## src/rtl/jtframe_rom_2slot_rq.sv

```systemverilog
// Two-slot ROM read requester: each slot has a one-line 32-bit cache, and misses become single SDRAM fetches granted round-robin.
// Latency: a hit is combinational (0 cycles); a miss takes 1 grant cycle + ack delay + data delay + 1 cycle.
// Backpressure: sdram_req is held with a stable address until sdram_ack; a slot keeps slotN_ok low until its line is filled.
// Ports: clk_rom/rst_n (sync, active-low); downloading/loop_rst gate requests;
//        slotN_cs/slotN_addr -> slotN_dout/slotN_ok per slot;
//        sdram_req/sdram_ack/sdram_addr/data_read/data_rdy SDRAM read port.
module jtframe_rom_2slot_rq #(
  parameter int          SLOT0_AW     = 13,
  parameter int          SLOT1_AW     = 15,
  parameter logic [21:0] SLOT0_OFFSET = 22'h00000,
  parameter logic [21:0] SLOT1_OFFSET = 22'h10000
)(
  input  logic                clk_rom,
  input  logic                rst_n,
  input  logic                downloading,
  input  logic                loop_rst,
  input  logic                slot0_cs,
  input  logic [SLOT0_AW-1:0] slot0_addr,
  output logic [15:0]         slot0_dout,
  output logic                slot0_ok,
  input  logic                slot1_cs,
  input  logic [SLOT1_AW-1:0] slot1_addr,
  output logic [15:0]         slot1_dout,
  output logic                slot1_ok,
  output logic                sdram_req,
  input  logic                sdram_ack,
  output logic [21:0]         sdram_addr,
  input  logic [31:0]         data_read,
  input  logic                data_rdy
);

  localparam logic [1:0] IDLE = 2'd0;
  localparam logic [1:0] REQ  = 2'd1;
  localparam logic [1:0] WAIT = 2'd2;

  logic [1:0]          state;
  logic                valid0, valid1;
  logic [31:0]         line0, line1;
  logic [SLOT0_AW-2:0] tag0, pend_tag0;
  logic [SLOT1_AW-2:0] tag1, pend_tag1;
  logic                last_served;
  logic                gnt_id;

  logic                hit0, hit1, miss0, miss1;
  logic                grant, grant_id;
  logic [21:0]         addr0_ev, addr1_ev;

  // Tag is the 32-bit word address; bit0 only selects the half, so it never causes a fetch.
  assign hit0       = slot0_cs & valid0 & (tag0 == slot0_addr[SLOT0_AW-1:1]);
  assign hit1       = slot1_cs & valid1 & (tag1 == slot1_addr[SLOT1_AW-1:1]);
  assign slot0_ok   = hit0;
  assign slot1_ok   = hit1;
  assign slot0_dout = slot0_addr[0] ? line0[31:16] : line0[15:0];
  assign slot1_dout = slot1_addr[0] ? line1[31:16] : line1[15:0];
  assign miss0      = slot0_cs & ~hit0;
  assign miss1      = slot1_cs & ~hit1;

  // Even SDRAM word address; the 22-bit sum wraps naturally.
  assign addr0_ev = SLOT0_OFFSET + 22'({slot0_addr[SLOT0_AW-1:1], 1'b0});
  assign addr1_ev = SLOT1_OFFSET + 22'({slot1_addr[SLOT1_AW-1:1], 1'b0});

  // Round-robin: on a double miss, the slot not served last wins.
  always_comb begin
    grant    = 1'b0;
    grant_id = 1'b0;
    if (!downloading && !loop_rst) begin
      if (miss0 && miss1) begin
        grant    = 1'b1;
        grant_id = ~last_served;
      end else if (miss0) begin
        grant    = 1'b1;
      end else if (miss1) begin
        grant    = 1'b1;
        grant_id = 1'b1;
      end
    end
  end

  always_ff @(posedge clk_rom) begin
    if (!rst_n) begin
      state       <= IDLE;
      sdram_req   <= 1'b0;
      sdram_addr  <= '0;
      valid0      <= 1'b0;
      valid1      <= 1'b0;
      line0       <= '0;
      line1       <= '0;
      tag0        <= '0;
      tag1        <= '0;
      pend_tag0   <= '0;
      pend_tag1   <= '0;
      last_served <= 1'b1;
      gnt_id      <= 1'b0;
    end else if (downloading) begin
      // ROM contents are changing: drop everything, including any fill in flight.
      state     <= IDLE;
      sdram_req <= 1'b0;
      valid0    <= 1'b0;
      valid1    <= 1'b0;
    end else begin
      case (state)
        IDLE: begin
          if (grant) begin
            gnt_id    <= grant_id;
            sdram_req <= 1'b1;
            state     <= REQ;
            if (grant_id) begin
              pend_tag1  <= slot1_addr[SLOT1_AW-1:1];
              sdram_addr <= addr1_ev;
            end else begin
              pend_tag0  <= slot0_addr[SLOT0_AW-1:1];
              sdram_addr <= addr0_ev;
            end
          end
        end
        REQ: begin
          if (sdram_ack) begin
            sdram_req <= 1'b0;
            state     <= WAIT;
          end
        end
        WAIT: begin
          // Fill the tag captured at grant time, even if the slot has moved on.
          if (data_rdy) begin
            if (gnt_id) begin
              line1  <= data_read;
              tag1   <= pend_tag1;
              valid1 <= 1'b1;
            end else begin
              line0  <= data_read;
              tag0   <= pend_tag0;
              valid0 <= 1'b1;
            end
            last_served <= gnt_id;
            state       <= IDLE;
          end
        end
        default: begin
          state     <= IDLE;
          sdram_req <= 1'b0;
        end
      endcase
    end
  end

endmodule

```

## config.mk

```make
export PLATFORM = sky130hd
export DESIGN_NAME = jtframe_rom_2slot_rq
export DESIGN_NICKNAME = d
export VERILOG_FILES = /design/src/rtl/jtframe_rom_2slot_rq.sv
export SDC_FILE = /design/constraint.sdc
export NUM_CORES = 1
export LEC_CHECK = 0
export ABC_AREA = 1
export CAP_MARGIN = 40
export CORE_MARGIN = 4
export CORE_UTILIZATION = 30
export DETAILED_ROUTE_END_ITERATION = 10
export PLACE_DENSITY_LB_ADDON = 0.15
export SKIP_CTS_REPAIR_TIMING = 1
export SLEW_MARGIN = 20
export SYNTH_ARGS = -nofsm -noshare
export SYNTH_HDL_FRONTEND = slang
export SYNTH_SLANG_ARGS = --single-unit
```

## constraint.sdc

```tcl
create_clock -name clk_rom -period 2.6 [get_ports clk_rom]
set_input_delay 0.39 -clock clk_rom [delete_from_list [all_inputs] [get_ports clk_rom]]
set_output_delay 0.39 -clock clk_rom [all_outputs]
set_load 0.01 [all_outputs]
```

; ---- Word level (Yosys, flattened, before mapping)
; Cells that the tools add are included.
[op_classes]
n_mux = 17
order_cmp = 0
n_reduce_logical = 16
div = 0
n_eq_ne = 7
multipliers = 0
n_bitwise = 14
n_shift = 0
addsub = 1
[ops]
columns = cell, n
row1 = two-way mux 16 bit, 2
row2 = adder 17 x 15 -> 18 bit (first input constant), 1
row3 = two-way mux 18 bit, 1
row4 = AND reduction 3 bit, 6
row5 = AND reduction 4 bit, 4
row6 = equality test 14 bit, 1
row7 = equality test 12 bit, 1
row8 = two-way mux 1 bit, 9
row9 = inverter 1 bit, 8
row10 = bitwise AND 1 bit, 6
row11 = two-way mux 2 bit, 3
row12 = inequality test 2 bit (second input constant), 3
row13 = case mux 2 bit (3 select lines), 1
row14 = case mux 1 bit (3 select lines), 1
row15 = equality test 2 x 1 -> 1 bit (second input constant), 1
row16 = equality test 2 bit (second input constant), 1
row17 = logical AND 1 bit, 2
row18 = logical NOT 1 bit, 2
row19 = logical NOT 2 bit, 1
row20 = OR reduction 2 bit, 1
[totals]
regBits = 145
rom_bits = 0
in_bits = 68
latchBits = 0
word_cells = 68
mem_count = 0
mem_bits_rw = 0

; ---- Longest topological paths before layout
[depth]
ltp_word = 10
mapped_depth = 15
depth_no_buf = 14

; ---- Worst setup path after synthesis
; No wires, ideal clock.
[synth_path]
kind = input-to-output
start = in slot0_addr[4]
end = out slot0_ok
t_arrival_ns = 1.332
path_buffers = 0
stages = 5
slack_ns = 0.878
cell_sequence = inv_1 or2_4 nand2_1 or3_1 nor4_1
[synth_between]
elab_chain_len = 2
[synth_rtl]
columns = element, line
row1 = start: declaration, 18  ; input logic [SLOT0_AW-1:0] slot0_addr,
row2 = equality test 12 bit, 49  ; assign hit0 = slot0_cs & valid0 & (tag0 == slot0_addr[SLOT0_AW-1:1]);
row3 = bitwise AND 1 bit, 49
row4 = end: declaration, 20  ; output logic slot0_ok,
; Every way passes these cells.

; ---- Worst setup path after layout
[layout_path]
start = in slot1_addr[0]
end = out slot1_dout[15]
[layout_between]
elab_chain_len = 1
[layout_rtl]
columns = element, line
row1 = start: declaration, 22  ; input logic [SLOT1_AW-1:0] slot1_addr,
row2 = two-way mux 16 bit, 54  ; assign slot1_dout = slot1_addr[0] ? line1[31:16] : line1[15:0];
row3 = end: declaration, 23  ; output logic [15:0] slot1_dout,
; Every way passes these cells.

==> results.py <==
metrics = {
    "detailed_routing": {
        "drt_first_pass_iters": 5,
        "vias": 5574,
        "routedWlPerCell_um": 14.6,
        "dr.first_iter.drc_count": 316,
        "drc": 0,
        "viasPerCell": 4.50,
        "ant_nets": 0,
        "totalWireLength_um": 18100,
    },
    "global_routing": {
        "use_met2": 0.268,
        "grt_pass1_vias": 5207,
        "track_usage": 0.163,
        "grt_antenna_before_repair": 0,
        "grt_max_degree": 98,
        "grt_use_met3": 0.0474,
        "grt_overflow": 0,
        "grtUsageMet1": 0.210,
        "top_usage_layer": "met2",
        "grt_pass1_wl_um": 28200,
    },
    "layout": {
        "seqCellArea_sq_um": 2740,
        "multi_input_area_sq_um": 2580,
        "fin_util": 0.413,
        "layout.nets": 1031,
        "diodes": 0,
        "area_delta_synth_final_pct": 35.2,
        "fill_cells": 2092,
        "drive_gt1_frac": 0.0964,
    },
    "synth": {
        "ys_ff_latch": 137,
        "ys.flop_type": "dfxtp_1",
        "synthArstFlopShare": 0,
        "synth-xor-area-share": 0.00294,
        "synth_mux_area_frac": 0,
        "synth_edf_count": 0,
        "ys.warnings.count": 0,
        "syn_area_per_cell_sq_um": 7.08,
        "synth_top_family_by_area": "simple AND/OR/NAND/NOR gates",
        "synth_compound_area_frac": 0.185,
        "syn_inst": 843,
        "netlist-cell-type-count": 30,
        "synthAdderAreaFrac": 0,
        "synth_area_sq_um": 5960,
        "synthSimpleGateAreaFrac": 0.239,
        "synth-seq-area-share": 0.460,
    },
    "critical_path": {
        "path_class": "in -> out",
        "worstSetupStartpointType": "input port",
        "critPathCaptureType": "output port",
        "worstPathRequired_ps": 2210,
        "crit_arrival_ps": 1970,
        "path_max_fanout": 14,
    },
    "cts": {
        "htree_levels": 4,
        "cts_tree": "built",
        "numClockSinks": 137,
        "cts_inserted_buffers": 17,
        "clock_path_buffers": 2,
        "worst_skew_pair.late_latency_ps": 410,
        "cts_root_buf": "clkbuf_16",
        "path_clk_slew_ps": 60,
    },
    "power_and_ir_drop": {
        "power_leakage_nw": 3.31,
        "power.density_nw_per_um2": 604,
        "ir_drop_mv": 0.453,
    },
    "timing": {
        "finalSetupViolations": 0,
        "period_share": 0.909,
        "worstMarginPinSlew_ps": 513,
        "fin_crit_ps": 2360,
        "skew_ps": 7.01,
        "relSlewSlack": 0.656,
        "slew_violations": 0,
        "max_freq_mhz": 423,
        "rsz0062_at_grt": "no",
        "hold_viol_final": 0,
        "timing.hold.ws_ps": 445,
    },
    "die": {
        "io_pins": 125,
        "core_area_sq_um": 19500,
        "die_x_um": 149,
        "initial_core_util": 0.305,
        "die_area_sq_um": 22200,
        "die_h_um": 149,
        "placementRows": 51,
    },
    "status": {
        "outcome": "complete, no violations",
    },
    "flow_run": {
        "cap_violations": 0,
    },
    "place": {
        "io_buffers": 117,
        "place_congestion": 0.778,
        "dp_hpwl_um": 12900,
    },
    "worst_hold_path": {
        "hp-class": "reg -> reg",
    },
}
==> where the power goes <==
group          internal [mW]  total, mW  switching (mW)  leakage [nW]
Clock                   1.43       2.33           0.893         0.282
Combinational          0.191      0.402           0.211          1.92
Sequential              2.13       2.15          0.0167          1.11
==> final timing paths <==
path,cells past startpoint,endpoint,slack [ps],from
max,4,slot1_dout[15],240,slot1_addr[0]
min,2,line0[13]$_SDFFE_PN0P_,440,line0[13]$_SDFFE_PN0P_
max reg2reg,12,pend_tag0[1]$_SDFFE_PN0P_,750,tag0[3]$_SDFFE_PN0P_
min reg2reg,2,line0[13]$_SDFFE_PN0P_,440,line0[13]$_SDFFE_PN0P_
==> cells by family (layout without fill, tap and decap cells) <==
family          count (synthesis)  after routing
other cells                     1              7
buf+inv                       157            283
simple gates                  331            331
compound gates                215            215
flops                         137            137
xor+xnor                        2              2
==> cells in the final DEF (no fill, tap or decap), types with 5 or more instances in the layout <==
cell	instances
nand2_1	169
clkbuf_8	5
clkbuf_16	17
nand4_1	15
nor2_1	109
inv_1	98
inv_2	5
nand2_2	5
o21ai_0	121
nand3_1	11
clkdlybuf4s50_1	114
nand3_2	14
conb_1	7
dfxtp_1	137
a21oi_1	85
buf_4	27
==> Yosys cell counts (all sizes together), types with 2 or more instances <==
master / count / area, sq um
o21ai: 124 / 621
o2111ai: 2 / 17.5
inv: 103 / 387
a21oi: 87 / 450
nand3: 25 / 195
clkbuf: 31 / 116
nor2: 113 / 444
nand2: 174 / 666
xnor2: 2 / 17.5
nand4: 15 / 93.8
dfxtp: 137 / 2740
or2: 2 / 15.0
buf: 22 / 165
==> critical path: stages <==
cell and delay [ps]:
clkdlybuf4s50_1 430, buf_4 200, o21ai_0 320, clkdlybuf4s50_1 630
==> sequential cells by signal, summed over array words and instances, names as in the netlist <==
register and flops:
tag0 12, sdram_addr 15, valid1 1, pend_tag1 14
state 2, valid0 1, last_served 1, line1 32
tag1 14, sdram_req 1, line0 32, pend_tag0 12
==> routing by layer <==
metal  vias up  part of all wire
li1       2911                 -
met1      2505              0.46
met2       142              0.46
met3        16             0.064
met4         0             0.013
met5         -                 0
==> cell type report <==
type / instances / share of cell area
tap: 265 / 0.0411
clock inverter: 7 / 0.00822
timing repair buffer: 148 / 0.180
clock buffer: 24 / 0.0622
multi-input combinational: 555 / 0.320
sequential: 137 / 0.340
inverter: 104 / 0.0484
==> stage by stage <==
step           instances  total power, mW  setup slack [ps]  setup TNS (ps)  cell area, sq um
3_3_place_gp        1209             2.60              -155            -155              7490
3_5_place_dp        1209             2.59              -152            -152              7490
4_1_cts             1240             4.94              -151            -151              8050
6_report            1240             4.87               237               0              8070
5_1_grt             1240             5.07               167               0              8070
2_1_floorplan        849             2.37               878               0              5990
(Power assumes the default switching activity.)
